===== src/rtl/mips_exec_core_if.sv =====
`default_nettype none
// ============================================================================
// mips_exec_core_if : valid/ready instruction stream, opcode buffer -> core
// Revision: 1.0
// ============================================================================
interface mips_exec_core_if #(
  parameter int PC_WIDTH = 32
) ();
  logic                instr_valid;
  logic                instr_ready;
  logic [31:0]         instr_data;
  logic [PC_WIDTH-1:0] instr_pc;

  modport master (output instr_valid, instr_data, instr_pc, input  instr_ready);
  modport slave  (input  instr_valid, instr_data, instr_pc, output instr_ready);
endinterface
`default_nettype wire


===== src/rtl/mips_exec_core.sv =====
`default_nettype none
// ============================================================================
// mips_exec_core : two-stage (decode / execute+writeback) MIPS integer core.
// Optional macro EXEC_BYPASS_EN forwards E results into D instead of stalling.
// Revision: 1.0
// ============================================================================
module mips_exec_core #(
  parameter int          PC_WIDTH  = 32,
  parameter logic [31:0] RESET_PC  = 32'h0,
  parameter int          CNT_WIDTH = 32
) (
  input  wire                  clk,
  input  wire                  reset,
  mips_exec_core_if.slave      instr_if,
  output logic                 redirect_vld,
  output logic [PC_WIDTH-1:0]  redirect_pc,
  output logic                 wb_valid,
  output logic [4:0]           wb_addr,
  output logic [31:0]          wb_data,
  output logic                 illegal,
  output logic [CNT_WIDTH-1:0] retired,
  input  wire  [4:0]           dbg_raddr,
  output logic [31:0]          dbg_rdata
);

  localparam logic [5:0] OP_RTYPE = 6'h00, OP_J    = 6'h02, OP_BEQ  = 6'h04, OP_BNE  = 6'h05,
                         OP_ADDI  = 6'h08, OP_ADDIU = 6'h09, OP_SLTI = 6'h0a, OP_ANDI = 6'h0c,
                         OP_ORI   = 6'h0d, OP_XORI = 6'h0e, OP_LUI  = 6'h0f;
  localparam logic [5:0] FN_SLL = 6'h00, FN_SRL  = 6'h02, FN_SRA = 6'h03, FN_ADD = 6'h20,
                         FN_ADDU = 6'h21, FN_SUB = 6'h22, FN_SUBU = 6'h23, FN_AND = 6'h24,
                         FN_OR   = 6'h25, FN_XOR = 6'h26, FN_NOR  = 6'h27, FN_SLT = 6'h2a,
                         FN_SLTU = 6'h2b;

  logic                 d_valid_q, d_valid_d;
  logic [31:0]          d_instr_q, d_instr_d;
  logic [PC_WIDTH-1:0]  d_pc_q, d_pc_d;
  logic                 e_valid_q, e_valid_d;
  logic [31:0]          e_instr_q, e_instr_d;
  logic [PC_WIDTH-1:0]  e_pc_q, e_pc_d;
  logic [31:0]          e_a_q, e_a_d, e_b_q, e_b_d;
  logic [31:0]          regs_q [32];
  logic [31:0]          regs_d [32];
  logic                 redirect_vld_q, redirect_vld_d;
  logic [PC_WIDTH-1:0]  redirect_pc_q, redirect_pc_d;
  logic                 wb_valid_q, wb_valid_d;
  logic [4:0]           wb_addr_q, wb_addr_d;
  logic [31:0]          wb_data_q, wb_data_d;
  logic                 illegal_q, illegal_d;
  logic [CNT_WIDTH-1:0] retired_q, retired_d;

  logic [4:0]  d_rs, d_rt;
  logic [31:0] rf_a, rf_b, op_a, op_b;
  logic        stall, d_adv, flush, accept, instr_ready;

  logic [5:0]  e_op, e_funct;
  logic [4:0]  e_rt, e_rd, e_shamt;
  logic [31:0] e_simm, e_zimm, e_pc4;
  logic [31:0] e_result, e_target;
  logic [4:0]  e_dest;
  logic        e_writes, e_legal, e_taken, e_wen;

  // ---------------- execute -------------------------------------------------
  assign e_op    = e_instr_q[31:26];
  assign e_rt    = e_instr_q[20:16];
  assign e_rd    = e_instr_q[15:11];
  assign e_shamt = e_instr_q[10:6];
  assign e_funct = e_instr_q[5:0];
  assign e_simm  = {{16{e_instr_q[15]}}, e_instr_q[15:0]};
  assign e_zimm  = {16'h0, e_instr_q[15:0]};
  assign e_pc4   = 32'(e_pc_q) + 32'd4;

  always_comb begin
    e_result = 32'h0;
    e_dest   = 5'd0;
    e_writes = 1'b0;
    e_legal  = 1'b1;
    e_taken  = 1'b0;
    e_target = 32'h0;
    case (e_op)
      OP_RTYPE: begin
        e_dest   = e_rd;
        e_writes = 1'b1;
        case (e_funct)
          FN_SLL:          e_result = e_b_q << e_shamt;
          FN_SRL:          e_result = e_b_q >> e_shamt;
          FN_SRA:          e_result = $unsigned($signed(e_b_q) >>> e_shamt);
          FN_ADD, FN_ADDU: e_result = e_a_q + e_b_q;
          FN_SUB, FN_SUBU: e_result = e_a_q - e_b_q;
          FN_AND:          e_result = e_a_q & e_b_q;
          FN_OR:           e_result = e_a_q | e_b_q;
          FN_XOR:          e_result = e_a_q ^ e_b_q;
          FN_NOR:          e_result = ~(e_a_q | e_b_q);
          FN_SLT:          e_result = {31'h0, $signed(e_a_q) < $signed(e_b_q)};
          FN_SLTU:         e_result = {31'h0, e_a_q < e_b_q};
          default: begin
            e_legal  = 1'b0;
            e_writes = 1'b0;
          end
        endcase
      end
      OP_ADDI, OP_ADDIU: begin e_dest = e_rt; e_writes = 1'b1; e_result = e_a_q + e_simm; end
      OP_SLTI: begin
        e_dest = e_rt; e_writes = 1'b1;
        e_result = {31'h0, $signed(e_a_q) < $signed(e_simm)};
      end
      OP_ANDI: begin e_dest = e_rt; e_writes = 1'b1; e_result = e_a_q & e_zimm; end
      OP_ORI:  begin e_dest = e_rt; e_writes = 1'b1; e_result = e_a_q | e_zimm; end
      OP_XORI: begin e_dest = e_rt; e_writes = 1'b1; e_result = e_a_q ^ e_zimm; end
      OP_LUI:  begin e_dest = e_rt; e_writes = 1'b1; e_result = {e_instr_q[15:0], 16'h0}; end
      OP_J: begin
        e_taken  = 1'b1;
        e_target = {e_pc4[31:28], e_instr_q[25:0], 2'b00};
      end
      OP_BEQ: begin e_taken = (e_a_q == e_b_q); e_target = e_pc4 + {e_simm[29:0], 2'b00}; end
      OP_BNE: begin e_taken = (e_a_q != e_b_q); e_target = e_pc4 + {e_simm[29:0], 2'b00}; end
      default: e_legal = 1'b0;
    endcase
  end

  assign e_wen = e_valid_q & e_legal & e_writes & (e_dest != 5'd0);
  assign flush = e_valid_q & e_legal & e_taken;

  // ---------------- decode / operand read -----------------------------------
  assign d_rs = d_instr_q[25:21];
  assign d_rt = d_instr_q[20:16];
  assign rf_a = (d_rs == 5'd0) ? 32'h0 : regs_q[d_rs];
  assign rf_b = (d_rt == 5'd0) ? 32'h0 : regs_q[d_rt];

`ifdef EXEC_BYPASS_EN
  assign op_a  = (e_wen && (e_dest == d_rs)) ? e_result : rf_a;
  assign op_b  = (e_wen && (e_dest == d_rt)) ? e_result : rf_b;
  assign stall = 1'b0;
`else
  // Stalled D re-reads the regfile next cycle, after E's write has landed.
  assign op_a  = rf_a;
  assign op_b  = rf_b;
  assign stall = d_valid_q & e_wen & ((e_dest == d_rs) | (e_dest == d_rt));
`endif

  assign d_adv       = d_valid_q & ~stall;
  assign instr_ready = ~reset & ~redirect_vld_q & (~d_valid_q | d_adv);
  assign accept      = instr_if.instr_valid & instr_ready;

  // A taken branch squashes D, including a word accepted on the same edge.
  always_comb begin
    d_valid_d = d_valid_q;
    d_instr_d = d_instr_q;
    d_pc_d    = d_pc_q;
    if (flush) begin
      d_valid_d = 1'b0;
    end else if (accept) begin
      d_valid_d = 1'b1;
      d_instr_d = instr_if.instr_data;
      d_pc_d    = instr_if.instr_pc;
    end else if (d_adv) begin
      d_valid_d = 1'b0;
    end
    e_valid_d = d_adv & ~flush;
    e_instr_d = d_adv ? d_instr_q : e_instr_q;
    e_pc_d    = d_adv ? d_pc_q    : e_pc_q;
    e_a_d     = d_adv ? op_a      : e_a_q;
    e_b_d     = d_adv ? op_b      : e_b_q;
  end

  // ---------------- writeback / status --------------------------------------
  always_comb begin
    regs_d = regs_q;
    if (e_wen) regs_d[e_dest] = e_result;
    wb_valid_d     = e_wen;
    wb_addr_d      = e_wen ? e_dest : 5'd0;
    wb_data_d      = e_wen ? e_result : 32'h0;
    redirect_vld_d = flush;
    redirect_pc_d  = flush ? e_target[PC_WIDTH-1:0] : redirect_pc_q;
    illegal_d      = e_valid_q & ~e_legal;
    retired_d      = retired_q + CNT_WIDTH'(e_valid_q & e_legal);
  end

  always_ff @(posedge clk) begin
    if (reset) begin
      d_valid_q      <= 1'b0;
      d_instr_q      <= 32'h0;
      d_pc_q         <= '0;
      e_valid_q      <= 1'b0;
      e_instr_q      <= 32'h0;
      e_pc_q         <= '0;
      e_a_q          <= 32'h0;
      e_b_q          <= 32'h0;
      for (int i = 0; i < 32; i++) regs_q[i] <= 32'h0;
      redirect_vld_q <= 1'b0;
      redirect_pc_q  <= RESET_PC[PC_WIDTH-1:0];
      wb_valid_q     <= 1'b0;
      wb_addr_q      <= 5'd0;
      wb_data_q      <= 32'h0;
      illegal_q      <= 1'b0;
      retired_q      <= '0;
    end else begin
      d_valid_q      <= d_valid_d;
      d_instr_q      <= d_instr_d;
      d_pc_q         <= d_pc_d;
      e_valid_q      <= e_valid_d;
      e_instr_q      <= e_instr_d;
      e_pc_q         <= e_pc_d;
      e_a_q          <= e_a_d;
      e_b_q          <= e_b_d;
      regs_q         <= regs_d;
      redirect_vld_q <= redirect_vld_d;
      redirect_pc_q  <= redirect_pc_d;
      wb_valid_q     <= wb_valid_d;
      wb_addr_q      <= wb_addr_d;
      wb_data_q      <= wb_data_d;
      illegal_q      <= illegal_d;
      retired_q      <= retired_d;
    end
  end

  assign instr_if.instr_ready = instr_ready;
  assign redirect_vld = redirect_vld_q;
  assign redirect_pc  = redirect_pc_q;
  assign wb_valid     = wb_valid_q;
  assign wb_addr      = wb_addr_q;
  assign wb_data      = wb_data_q;
  assign illegal      = illegal_q;
  assign retired      = retired_q;
  assign dbg_rdata    = (dbg_raddr == 5'd0) ? 32'h0 : regs_q[dbg_raddr];

endmodule
`default_nettype wire


===== src/flat_wrapper.sv =====
// flat-port wrapper written by rule: the top's interface ports become plain ports
module mips_exec_core_flat 
#(
  parameter int          PC_WIDTH  = 32,
  parameter logic [31:0] RESET_PC  = 32'h0,
  parameter int          CNT_WIDTH = 32
)
  (clk, reset, redirect_vld, redirect_pc, wb_valid, wb_addr, wb_data, illegal, retired, dbg_raddr, dbg_rdata, instr_if_instr_valid, instr_if_instr_data, instr_if_instr_pc, instr_if_instr_ready);
  mips_exec_core_if #(.PC_WIDTH(PC_WIDTH)) instr_if_i ();
  input  wire clk;
  input  wire reset;
  output logic redirect_vld;
  output logic [PC_WIDTH-1:0] redirect_pc;
  output logic wb_valid;
  output logic [4:0] wb_addr;
  output logic [31:0] wb_data;
  output logic illegal;
  output logic [CNT_WIDTH-1:0] retired;
  input  wire  [4:0] dbg_raddr;
  output logic [31:0] dbg_rdata;
  input wire logic [$bits(instr_if_i.instr_valid)-1:0] instr_if_instr_valid;
  input wire logic [$bits(instr_if_i.instr_data)-1:0] instr_if_instr_data;
  input wire logic [$bits(instr_if_i.instr_pc)-1:0] instr_if_instr_pc;
  output wire logic [$bits(instr_if_i.instr_ready)-1:0] instr_if_instr_ready;
  assign instr_if_i.instr_valid = instr_if_instr_valid;
  assign instr_if_i.instr_data = instr_if_instr_data;
  assign instr_if_i.instr_pc = instr_if_instr_pc;
  assign instr_if_instr_ready = instr_if_i.instr_ready;
  mips_exec_core #(.PC_WIDTH(PC_WIDTH), .RESET_PC(RESET_PC), .CNT_WIDTH(CNT_WIDTH)) u_core (.clk(clk), .reset(reset), .instr_if(instr_if_i), .redirect_vld(redirect_vld), .redirect_pc(redirect_pc), .wb_valid(wb_valid), .wb_addr(wb_addr), .wb_data(wb_data), .illegal(illegal), .retired(retired), .dbg_raddr(dbg_raddr), .dbg_rdata(dbg_rdata));
endmodule

===== config.mk =====
export PLATFORM = sky130hd
export DESIGN_NAME = mips_exec_core_flat
export DESIGN_NICKNAME = d
export VERILOG_FILES = /design/src/rtl/mips_exec_core_if.sv /design/src/rtl/mips_exec_core.sv /design/src/flat_wrapper.sv
export SDC_FILE = /design/constraint.sdc
export NUM_CORES = 2
export LEC_CHECK = 0
export BUFFER_PORTS_ARGS = -buffer_cell sky130_fd_sc_hd__buf_4
export CAP_MARGIN = 0
export CORE_MARGIN = 1
export CORE_UTILIZATION = 45
export CTS_CLUSTER_SIZE = 20
export DETAILED_ROUTE_END_ITERATION = 10
export PLACE_DENSITY_LB_ADDON = 0.2
export SYNTH_ARGS = -nofsm -noshare
export SYNTH_HDL_FRONTEND = slang
export SYNTH_SLANG_ARGS = --single-unit

===== constraint.sdc =====
create_clock -name clk -period 4.14 [get_ports clk]
set_input_delay 0.414 -clock clk [delete_from_list [all_inputs] [get_ports clk]]
set_output_delay 0.414 -clock clk [all_outputs]
set_load 0.005 [all_outputs]

==> flow_summary_export.csv <==
group,metric,value,unit
status,status,"complete, but fails checks",
status,violations,"setup timing",
power,p_clk_share,48.4,%
floorplanning,ios,209,
worst_setup_path,cp.arrival,4.78,ns
worst_setup_path,reg2reg_depth,11,
drt,ant_nets,0,
yosys,synthTopCellsByArea,"dfxtp_1 31%, mux4_2 25%, a211oi_1 8.5%, nor2_1 6.2%, mux2i_1 4.2%",
yosys,post_synth.cell_area_avg,10.2,um2
worst_hold_path,hold_path_class,"in -> reg",
yosys,synth_fa_ha_area_share,3.38,%
global_routing,grt_antenna_before_repair,13,
yosys,yosysSeqAreaShare,31.3,%
worst_setup_path,slowest_delay,0.57,ns
drt,firstDrtPassIters,9,
timing,rsz0062_at_grt,"no",
worst_setup_path,crit_required,4.78,ns
yosys,synth_top_family_by_area,"multiplexers",
global_routing,first_global_vias,70500,
timing,period_needed,4.14,ns
drt,vias_per_cell,6.76,
power,peakVddDrop,0.000320,V
timing,drv_slew,0,
layout,nets,8665,
yosys,syn_area,0.0846,mm2
timing,hold_viol_final,0,
global_routing,grt_max_degree,228,
worst_setup_path,cpMostUsedCell,"buf_12",
drt,drc,0,
timing,holdWs,0.105,ns
power,leakagePower,33.7,nW
clock_tree,clock-sinks,1322,
timing,worst_pin_slew,1.39,ns
power,switchingPower,7.78,mW
yosys,synth.largest_area_cell,"dfxtp_1",
timing,fin_crit_sh,100,%
worst_hold_path,worstHoldPathCells,3,
job,drv_cap,0,
yosys,synthSimpleGateAreaFrac,11.0,%
floorplanning,die_area,0.190,mm2
power,intPower,22.2,mW
floorplanning,num_rows,158,
global_routing,grt_pass1_wl,500,mm
worst_setup_path,crit_cells,11,
yosys,async_flop_share,0,%
timing,setup_slack,-0.000418,ns
drt,first_iter_violations,9389,
power,p_per_area,303,mW/mm2
clock_tree,clk_path_buf_depth,3,
yosys,ys.flop_type,"dfxtp_1",
yosys,synthMuxAreaShare,30.0,%
clock_tree,clk_pin_slew_worst_paths,0.06,ns
timing,relSlewSlack,7.44,%
clock_tree,insertion_delay,0.84,ns
worst_setup_path,crit_path_end_kind,"flip-flop",
worst_setup_path,critPathBufInv,2,
floorplanning,coreArea,0.186,mm2
clock_tree,cts_tree,"built",
floorplanning,die_h,436,um
worst_setup_path,cp_top_family,"compound AO/OA/AOI/OAI gates",
drt,via_count,74300,
worst_setup_path,cp-start-kind,"flip-flop",
floorplanning,chipWidth,436,um
timing,skew,0.0703,ns
worst_setup_path,crit_type,"reg -> reg",
yosys,yosysTopAreaCellShare,31.3,%
power,seqPwrFrac,43.0,%
timing,max_freq,0.242,GHz
placed_design,gp_congestion,1.03,
yosys,synthCells,8262,
clock_tree,cts_htree_levels,4,
worst_setup_path,slowest_stage,"a221oi_4",
global_routing,grt_overflow_total,0,
layout,drive_gt1_share,27.1,%
worst_setup_path,crit_chain,"buf_12 > mux2_2 > nand2_1 > o311ai_0 > a32oi_1 > a21oi_1 > a221oi_1 > o21ai_0 > a221oi_4 > buf_12 > a311oi_2",
clock_tree,numCtsBuffers,155,
worst_setup_path,path_max_fanout,51,
timing,setup_violations,1,
placed_design,hpwl,233,mm
yosys,synth-compound-area-share,17.6,%
placed_design,numPortBuffers,208,
yosys,ys_warn_count,0,
yosys,synth_edf_count,0,
yosys,synthXorXnorAreaFrac,1.54,%
global_routing,grt_use_total,35.4,%
yosys,ys_types,97,
timing,tns,-0.000418,ns
yosys,ys_ff_latch,1322,
drt,routed_wl,344,mm
floorplanning,initial_utilization,45.5,%
power,comb_power_share,8.6,%
clock_tree,root_buffer,"clkbuf_16",
yosys,syn_nets,8560,
power,swShare,26.0,%
layout,area_delta_synth_final,16.6,%
drt,routedWlPerCell,31.3,um
-- registers in the layout (all words and copies together) (netlist names) --
signal and flops:
u_core.d_pc_q 32, u_core.d_valid_q 1, u_core.e_a_q 32, u_core.e_pc_q 32, u_core.regs_q 1024, u_core.d_instr_q 32, u_core.e_valid_q 1, u_core.redirect_pc 32
u_core.e_instr_q 32, u_core.wb_data 32, u_core.retired 32, u_core.illegal 1, u_core.wb_addr 5, u_core.wb_valid 1, u_core.e_b_q 32, u_core.redirect_vld 1
-- routing by layer --
layer / up-vias / share of wire [%] / global-route usage, %
met2: 4423 / 44 / 52.5
met3: 907 / 9.9 / 7.34
met4: 12 / 6.4 / 19.9
met5: - / 0.024 / 0
met1: 37000 / 40 / 47.9
li1: 31900 / - / -
-- path summary, 6_finish.rpt --
check	slack, ns	to	startpoint
setup / recovery	-0.0004	u_core.regs_q[824]$_SDFFE_PP0P_	u_core.e_instr_q[9]$_SDFFE_PP0P_
hold reg to reg	0.49	u_core.regs_q[1005]$_SDFFE_PP0P_	u_core.regs_q[1005]$_SDFFE_PP0P_
hold / removal	0.11	u_core.d_valid_q$_SDFFE_PP0P_	instr_if_instr_valid
setup reg to reg	-0.0004	u_core.regs_q[824]$_SDFFE_PP0P_	u_core.e_instr_q[9]$_SDFFE_PP0P_
-- timing repair --
action | CTS | global route
setup buffers | 1 | 5
hold endpoints to repair | 65 | 0
pin swaps | 1 | 3
hold buffers | 65 | 0
setup endpoints to repair | 27 | 200
gates resized for setup | 2 | 12
gates cloned | 0 | 0
-- logic make-up after synthesis --
family          after synthesis
mux                        1346
fa+ha+maj                   226
buf+inv                    1065
flops                      1322
simple gates               2133
xor+xnor                    149
compound gates             2021
-- synthesized netlist by cell type (all sizes together), types with 8 or more instances --
master      n
nor2     1438
dfxtp    1322
a211oi    987
mux4      951
clkbuf    582
mux2i     354
buf       343
a21oi     224
ha        222
o21ai     207
nand2     191
inv       137
nand3     103
xnor2     100
nor3       83
nor2b      68
a311oi     63
a31o       59
a21o       57
a22oi      51
xor2       49
o211ai     47
a221oi     41
mux2       41
nand2b     40
a31oi      37
o22ai      34
nor4       32
and3       30
o221ai     30
and2       29
a2111oi    27
or3        25
nand4      24
o21a       20
o21bai     19
or4        18
and4       16
o31ai      15
o311ai     12
nor3b      10
or2        10
a211o       8
-- stage by stage --
stage / instances / worst slack (ns) / total power, mW / utilization (%) / cell area (um2)
2_1_floorplan: 8262 / 0.138 / 14.6 / - / 84600
3_3_place_gp: 10600 / -0.0620 / 15.6 / 49.7 / 92400
3_5_place_dp: 10600 / -0.0142 / 15.6 / 49.7 / 92400
4_1_cts: 11000 / 0.0398 / 30.0 / 53.0 / 98500
5_1_grt: 11000 / 0.00484 / 30.7 / 53.0 / 98600
6_report: 11000 / -0.000418 / 29.9 / 53.0 / 98700
-- worst reg2reg max path, stage by stage (launching register included) --
cell	delay [ns]
dfxtp_2	0.52
buf_12	0.29
mux2_2	0.44
nand2_1	0.08
o311ai_0	0.19
a32oi_1	0.47
a21oi_1	0.25
a221oi_1	0.46
o21ai_0	0.25
a221oi_4	0.57
buf_12	0.29
a311oi_2	0.20
-- final cells by class --
cell class / count / area [um2]
fillers: 16400 / 87400
multi-input cells: 5875 / 54300
flip-flops and latches: 1322 / 26500
repair buffers: 873 / 8710
clock buffers: 224 / 4580
well taps: 2480 / 3100
clock inverters: 63 / 833
inverters: 140 / 532
diodes: 13 / 32.5
-- cells in the final DEF, fill, tap and decap left out, drive strengths merged, types with 103 or more instances in the layout --
| cell type | synthesis | final |
|---|---|---|
| mux2i | 354 | 354 |
| a21oi | 224 | 224 |
| mux4 | 951 | 951 |
| nor2 | 1438 | 1438 |
| a211oi | 987 | 987 |
| clkbuf | 582 | 224 |
| nand2 | 191 | 191 |
| ha | 222 | 222 |
| buf | 343 | 808 |
| inv | 137 | 144 |
| o21ai | 207 | 207 |
| dfxtp | 1322 | 1322 |
| nand3 | 103 | 103 |
-- power groups by stage --
stage	logic, mW	registers [mW]	clock network, mW
6_report	2.56	12.9	14.5
5_1_grt	2.65	12.9	15.1
4_1_cts	2.51	12.9	14.6
3_5_place_dp	2.45	13.2	0
3_3_place_gp	2.44	13.2	0
2_1_floorplan	1.52	13.1	0
(Power assumes the default switching activity.)
